==> config.mk <==
export PLATFORM = sky130hd
export DESIGN_NAME = com_uart_rx_os
export DESIGN_NICKNAME = d
export VERILOG_FILES = /design/src/rtl/com_uart_rx_os.sv
export SDC_FILE = /design/constraint.sdc
export NUM_CORES = 1
export LEC_CHECK = 0
export CAP_MARGIN = 20
export CORE_MARGIN = 3
export CORE_UTILIZATION = 59
export DETAILED_ROUTE_END_ITERATION = 10
export PLACE_DENSITY = 0.8
export SLEW_MARGIN = 10
export SYNTH_ARGS = -nofsm -noshare
export SYNTH_HDL_FRONTEND = slang
export SYNTH_SLANG_ARGS = --single-unit
==> constraint.sdc <==
create_clock -name clk -period 2.4 [get_ports clk]
set_input_delay 0.48 -clock clk [delete_from_list [all_inputs] [get_ports clk]]
set_output_delay 0.48 -clock clk [all_outputs]
set_load 0.01 [all_outputs]
==> src/rtl/com_uart_rx_os.sv <==
// Oversampling UART receiver with a frame FIFO read through a valid/ready port.
// Optional macro COM_UART_RX_MAJORITY_EN: each sample is a 2-of-3 vote around mid-bit.
module com_uart_rx_os #(
    parameter int OVERSAMPLE = 16,
    parameter int DATA_W_MAX = 8,
    parameter int FIFO_DEPTH = 4
) (
    input  logic                  clk,
    input  logic                  rst_n,
    input  logic                  os_tick,
    input  logic                  rx_port,
    input  logic [1:0]            data_bit_config,
    input  logic [1:0]            parity_bit_config,
    input  logic                  stop_bit_config,
    output logic [DATA_W_MAX-1:0] rx_data,
    output logic                  rx_parity_err,
    output logic                  rx_frame_err,
    output logic                  rx_valid,
    input  logic                  rx_ready,
    output logic                  overrun,
    output logic                  busy
);
    localparam int TW = $clog2(OVERSAMPLE);
    localparam int BW = (DATA_W_MAX > 1) ? $clog2(DATA_W_MAX) : 1;
    localparam int AW = $clog2(FIFO_DEPTH);
    localparam int EW = DATA_W_MAX + 2;
    localparam logic [TW-1:0] TICK_LAST = TW'(OVERSAMPLE - 1);
`ifdef COM_UART_RX_MAJORITY_EN
    localparam logic [TW-1:0] DEC_PT = TW'(OVERSAMPLE / 2);
    localparam logic [TW-1:0] MAJ_A  = TW'(OVERSAMPLE / 2 - 2);
    localparam logic [TW-1:0] MAJ_B  = TW'(OVERSAMPLE / 2 - 1);
`else
    localparam logic [TW-1:0] DEC_PT = TW'(OVERSAMPLE / 2 - 1);
`endif

    typedef enum logic [2:0] {
        ST_IDLE, ST_START, ST_DATA, ST_PARITY, ST_STOP, ST_STOP2, ST_DONE
    } state_t;

    function automatic logic xor_reduce(input logic [DATA_W_MAX-1:0] d);
        return ^d;
    endfunction

    function automatic logic maj3(input logic a, input logic b, input logic c);
        return (a & b) | (a & c) | (b & c);
    endfunction

    state_t                state_r, state_s;
    logic                  sync1_r, rxs_r;
    logic [TW-1:0]         tick_cnt_r;
    logic [BW-1:0]         bit_cnt_r;
    logic [BW-1:0]         last_bit_s;
    logic [DATA_W_MAX-1:0] data_r;
    logic                  par_err_r, frm_err_r, armed_r;
    logic [1:0]            cfg_data_r, cfg_par_r;
    logic                  cfg_stop_r;
    logic                  samp_ev_s, samp_bit_s, push_s;

    logic [EW-1:0]         mem_r [FIFO_DEPTH];
    logic [AW:0]           wr_ptr_r, rd_ptr_r, rd_ptr_nxt_s;
    logic                  full_s, pop_s, wr_en_s, ovr_s, head_avail_s;
    logic [DATA_W_MAX-1:0] rx_data_r;
    logic                  rx_parity_err_r, rx_frame_err_r, rx_valid_r, overrun_r, busy_r;

    // Two-flop synchroniser for the asynchronous serial line
    always_ff @(posedge clk or negedge rst_n) begin
        if (!rst_n) begin
            sync1_r <= 1'b1;
            rxs_r   <= 1'b1;
        end else begin
            sync1_r <= rx_port;
            rxs_r   <= sync1_r;
        end
    end

`ifdef COM_UART_RX_MAJORITY_EN
    logic maj_a_r, maj_b_r;

    // Capture the two samples preceding the decision tick
    always_ff @(posedge clk or negedge rst_n) begin
        if (!rst_n) begin
            maj_a_r <= 1'b1;
            maj_b_r <= 1'b1;
        end else if (os_tick && (tick_cnt_r == MAJ_A)) begin
            maj_a_r <= rxs_r;
        end else if (os_tick && (tick_cnt_r == MAJ_B)) begin
            maj_b_r <= rxs_r;
        end
    end

    assign samp_bit_s = maj3(maj_a_r, maj_b_r, rxs_r);
`else
    assign samp_bit_s = rxs_r;
`endif

    assign samp_ev_s  = os_tick && (tick_cnt_r == DEC_PT);
    assign last_bit_s = BW'(3'd4) + BW'(cfg_data_r);

    // Next-state logic; DONE is a single clk that pushes the frame
    always_comb begin
        state_s = state_r;
        push_s  = 1'b0;
        case (state_r)
            ST_IDLE: begin
                if (os_tick && armed_r && !rxs_r) state_s = ST_START;
                else                              state_s = ST_IDLE;
            end
            ST_START: begin
                if (samp_ev_s) state_s = samp_bit_s ? ST_IDLE : ST_DATA;
                else           state_s = ST_START;
            end
            ST_DATA: begin
                if (samp_ev_s && (bit_cnt_r == last_bit_s))
                    state_s = cfg_par_r[1] ? ST_PARITY : ST_STOP;
                else
                    state_s = ST_DATA;
            end
            ST_PARITY: begin
                if (samp_ev_s) state_s = ST_STOP;
                else           state_s = ST_PARITY;
            end
            ST_STOP: begin
                if (samp_ev_s) state_s = cfg_stop_r ? ST_STOP2 : ST_DONE;
                else           state_s = ST_STOP;
            end
            ST_STOP2: begin
                if (samp_ev_s) state_s = ST_DONE;
                else           state_s = ST_STOP2;
            end
            ST_DONE: begin
                state_s = ST_IDLE;
                push_s  = 1'b1;
            end
            default: state_s = ST_IDLE;
        endcase
    end

    // FSM state register
    always_ff @(posedge clk or negedge rst_n) begin
        if (!rst_n) state_r <= ST_IDLE;
        else        state_r <= state_s;
    end

    // Tick-gated frame datapath; armed_r demands a high line before a new start
    always_ff @(posedge clk or negedge rst_n) begin
        if (!rst_n) begin
            tick_cnt_r <= '0;
            bit_cnt_r  <= '0;
            data_r     <= '0;
            par_err_r  <= 1'b0;
            frm_err_r  <= 1'b0;
            armed_r    <= 1'b0;
            cfg_data_r <= 2'd0;
            cfg_par_r  <= 2'd0;
            cfg_stop_r <= 1'b0;
        end else if (os_tick) begin
            if (state_r == ST_IDLE)
                tick_cnt_r <= '0;
            else if (tick_cnt_r == TICK_LAST)
                tick_cnt_r <= '0;
            else
                tick_cnt_r <= tick_cnt_r + TW'(1'b1);
            case (state_r)
                ST_IDLE: begin
                    if (rxs_r) begin
                        armed_r <= 1'b1;
                    end else if (armed_r) begin
                        armed_r    <= 1'b0;
                        cfg_data_r <= data_bit_config;
                        cfg_par_r  <= parity_bit_config;
                        cfg_stop_r <= stop_bit_config;
                        bit_cnt_r  <= '0;
                        data_r     <= '0;
                        par_err_r  <= 1'b0;
                        frm_err_r  <= 1'b0;
                    end
                end
                ST_DATA: begin
                    if (samp_ev_s) begin
                        data_r    <= data_r | (DATA_W_MAX'(samp_bit_s) << bit_cnt_r);
                        bit_cnt_r <= bit_cnt_r + BW'(1'b1);
                    end
                end
                ST_PARITY: begin
                    if (samp_ev_s)
                        par_err_r <= samp_bit_s != (xor_reduce(data_r) ^ cfg_par_r[0]);
                end
                ST_STOP, ST_STOP2: begin
                    if (samp_ev_s && !samp_bit_s) frm_err_r <= 1'b1;
                end
                default: ;
            endcase
        end
    end

    // Pointer MSB distinguishes full from empty
    assign full_s       = (wr_ptr_r[AW] != rd_ptr_r[AW]) && (wr_ptr_r[AW-1:0] == rd_ptr_r[AW-1:0]);
    assign pop_s        = rx_valid_r && rx_ready;
    assign wr_en_s      = push_s && (!full_s || pop_s);
    assign ovr_s        = push_s && full_s && !pop_s;
    assign rd_ptr_nxt_s = rd_ptr_r + (AW+1)'(pop_s);
    assign head_avail_s = (wr_ptr_r != rd_ptr_nxt_s);

    // FIFO storage; flushed through the pointers on reset
    always_ff @(posedge clk) begin
        if (wr_en_s) mem_r[wr_ptr_r[AW-1:0]] <= {data_r, par_err_r, frm_err_r};
    end

    // FIFO pointers
    always_ff @(posedge clk or negedge rst_n) begin
        if (!rst_n) begin
            wr_ptr_r <= '0;
            rd_ptr_r <= '0;
        end else begin
            if (wr_en_s) wr_ptr_r <= wr_ptr_r + (AW+1)'(1'b1);
            rd_ptr_r <= rd_ptr_nxt_s;
        end
    end

    // Registered head and status outputs; head holds its last value when empty
    always_ff @(posedge clk or negedge rst_n) begin
        if (!rst_n) begin
            rx_data_r       <= '0;
            rx_parity_err_r <= 1'b0;
            rx_frame_err_r  <= 1'b0;
            rx_valid_r      <= 1'b0;
            overrun_r       <= 1'b0;
            busy_r          <= 1'b0;
        end else begin
            rx_valid_r <= head_avail_s;
            if (head_avail_s)
                {rx_data_r, rx_parity_err_r, rx_frame_err_r} <= mem_r[rd_ptr_nxt_s[AW-1:0]];
            overrun_r <= ovr_s;
            busy_r    <= (state_s != ST_IDLE);
        end
    end

    assign rx_data       = rx_data_r;
    assign rx_parity_err = rx_parity_err_r;
    assign rx_frame_err  = rx_frame_err_r;
    assign rx_valid      = rx_valid_r;
    assign overrun       = overrun_r;
    assign busy          = busy_r;

endmodule
==> flow_summary.toml <==
[final_layout]
fin_area_sq_um = 4405
finish.utilization_pct = 72.69
syn_to_final_growth_pct = 17.02
drive_above_1_share_pct = 22.70
final_common_cell = "dfrtp_1"
layout_common_cells = "dfrtp_1, edfxtp_1, clkdlybuf4s50_1"
layout.nets = 317
multi_input_area_sq_um = 1311
fill_cells = 398
seqCellArea_sq_um = 2380
n_antenna_cell = 0

[clocking]
root_buffer = "clkbuf_8"
post_cts_buffers = 0
cts.path.max_buffers = 2
clk_pin_slew_ns = 0.09
htree_num_levels = 3
clock_latency_ns = 0.36
cts_resized = 0
clock-sinks = 87
tritoncts = "built"
cts_hold_buf = 0
cts_made_buffers = 9

[power]
internal-power_w = 0.003128
p_seq_share_pct = 43.5
p_sw_w = 0.001378
p_sw_share_pct = 30.58
finalPower_w = 0.004506
p_per_area_nw_per_um2 = 1023
ir_drop_mv = 0.8651
combPwrFrac_pct = 35.2
power_frac_clock_pct = 21.3
p_leak_nw = 1.772

[routing]
drt-pass1-iter-count = 5
detail-route-antenna-nets = 0
viasPerCell = 5.728
wl_um = 6515
num_vias = 2171
drt_iter0_markers = 125
drc_errors = 0
wl_per_cell_um = 17.19

[synthesis]
synthTopCellsByArea = "edfxtp_1, dfrtp_1, mux4_2"
yosysSeqAreaShare_pct = 63.21
synth_edf_count = 40
yosys.area.top_type_share_pct = 31.90
syn_inst = 257
ys.warnings.count = 0
ys_ff_latch = 87
syn_avg_cell_area_sq_um = 14.65
synthFlopType = "dfrtp_1"
synthesis.area_sq_um = 3765
async_flop_share_pct = 54.02
synth_top_area_cell = "edfxtp_1"
syn-num-nets = 275
synth.distinct_cells = 46

[critical_path]
reg2reg_slack_ns = 0.27
r2r_start = "rx_valid"
crit_slowest_cell = "clkdlybuf4s50_1"
worstPathCellList = "clkdlybuf4s50_1 > nand2_1 > inv_1 > ha_1 > ha_4 > xnor2_1 > nand2_1 > or3b_4 > buf_4 > mux2_4"
reg2reg_depth = 9
arrival_ns = 2.51
end_kind = "flip-flop"
worstPathRequired_ns = 2.64
cp_max_fo = 5
critPathTopFamily = "buffers and inverters"
crit_type = "in -> reg"
r2r_end = "rx_frame_err"
cp_common_cell = "nand2_1"
critPathLaunchType = "primary input"
worst-path-stages = 10
worstSetupStartpoint = "rx_ready"
path_buf_inv = 3
crit_path_max_incr_delay_ns = 0.40

[hold_path]
hold_path.class = "in -> async"

[die]
die_area_sq_um = 7375
num_rows = 28
core_sq_um = 6061
start_util_pct = 62.12
io_pins = 23
die_h_um = 85.88
die_w_um = 85.88

[sta]
clock_skew_ns = 0.01213
fmax_mhz = 439.9
final-setup-viol-count = 0
worst_pin_slew_ns = 0.7660
rsz0062_at_grt = "false"
hold_viol = 0
post-route-period-util_pct = 94.72
fin_crit_ns = 2.273
finalMaxSlewViolations = 0
relSlewSlack_pct = 48.93

[placed_design]
routabilityCongestion = 0.8082
hpwl_um = 4578
place_area_sq_um = 4195
port_buffers = 22

[grt]
antenna_found_initial = 0
grt_max_degree = 36
overflow = 0
grt_pass1_vias = 2271
track_usage_pct = 19.40
grt_pass1_wl_um = 10820

[run_status]
status = "finished clean"

[flow_run]
maxCapViolCount = 0
-- cell type report --
cell class	instances	share of cell area, %
clock buffers	9	2.812
clock inverters	7	1.363
inverters	10	0.8520
multi-input cells	150	29.76
flip-flops and latches	87	54.02
well taps	75	2.130
repair buffers	41	9.060
-- per-layer routing --
| metal | vias to the layer above | global-route usage, % | routed length, um | share of wire [%] |
|---|---|---|---|---|
| met2 | 40 | 33.08 | 3405 | 52 |
| met1 | 1098 | 23.65 | 2831 | 43 |
| li1 | 1024 | - | - | - |
| met4 | 0 | 9.496 | 100 | 1.5 |
| met5 | - | 0 | 0 | 0 |
| met3 | 9 | 3.746 | 177 | 2.7 |
-- flip-flops by register name, indices dropped and copies added (netlist names), 2 cells and up --
name and cells:
data_r 8, cfg_par_r 2, mem_r 40, state_r 3, bit_cnt_r 3, rd_ptr_r 3, tick_cnt_r 4, rx_data 8
wr_ptr_r 3, cfg_data_r 2
-- kinds of logic (layout without fill, tap and decap cells) --
logic type                 count (synthesis)  in the layout  synth area share (%)
buffers and inverters                     20             67                 2.359
AOI/OAI and AO/OA                         33             33                 5.484
xor gates and xnor gates                  18             18                 4.753
and+or+nand+nor                           63             63                 9.372
DFF                                       87             87                 63.21
adders and majority gates                  8              8                 2.659
muxes                                     28             28                 12.16
-- through the flow --
step | cells | hold WS [ns] | worst slack, ns | TNS (ns)
2_1_floorplan | 257 | 0.1844 | 0.1802 | 0
3_3_place_gp | 362 | 0.3462 | -0.2393 | -2.359
3_5_place_dp | 362 | 0.3491 | -0.2998 | -2.875
4_1_cts | 378 | 0.2034 | 0.09598 | 0
5_1_grt | 379 | 0.2514 | 0.04325 | 0
6_report | 379 | 0.1939 | 0.1268 | 0
-- Yosys cell counts, types with 3 or more instances --
| library cell | n |
|---|---|
| a31oi_1 | 4 |
| a21oi_1 | 8 |
| nor2b_1 | 3 |
| mux2_2 | 6 |
| xor2_1 | 3 |
| mux4_2 | 10 |
| ha_1 | 8 |
| nand2b_1 | 4 |
| o21ai_0 | 10 |
| inv_1 | 10 |
| edfxtp_1 | 40 |
| clkbuf_1 | 4 |
| mux2i_1 | 3 |
| nor3_1 | 5 |
| mux2_4 | 9 |
| xnor2_1 | 13 |
| and2_1 | 4 |
| dfrtp_1 | 45 |
| nor2_1 | 15 |
| nand2_1 | 15 |
| buf_2 | 5 |
-- worst max path at each step --
stage                    end
6_report        rx_frame_err
5_1_grt         rx_frame_err
4_1_cts        rx_parity_err
3_5_place_dp   rx_parity_err
3_3_place_gp      rx_data[5]
2_1_floorplan     rx_data[0]
-- power groups by stage --
stage | Combinational (W) | Sequential (W) | Clock [W]
2_1_floorplan | 0.00107 | 0.00200 | 0
3_3_place_gp | 0.00150 | 0.00198 | 0
3_5_place_dp | 0.00156 | 0.00199 | 0
4_1_cts | 0.00156 | 0.00196 | 0.000986
5_1_grt | 0.00172 | 0.00199 | 0.00104
6_report | 0.00159 | 0.00196 | 0.000961
-- worst reg2reg max path, cell delays in order (launching register included) --
cell	delay (ns)
dfrtp_1	0.38
nand2_1	0.09
inv_1	0.04
ha_1	0.20
ha_4	0.28
xnor2_1	0.11
nand2_1	0.06
or3b_4	0.40
buf_4	0.17
mux2_4	0.29
(Power assumes the default switching activity.)
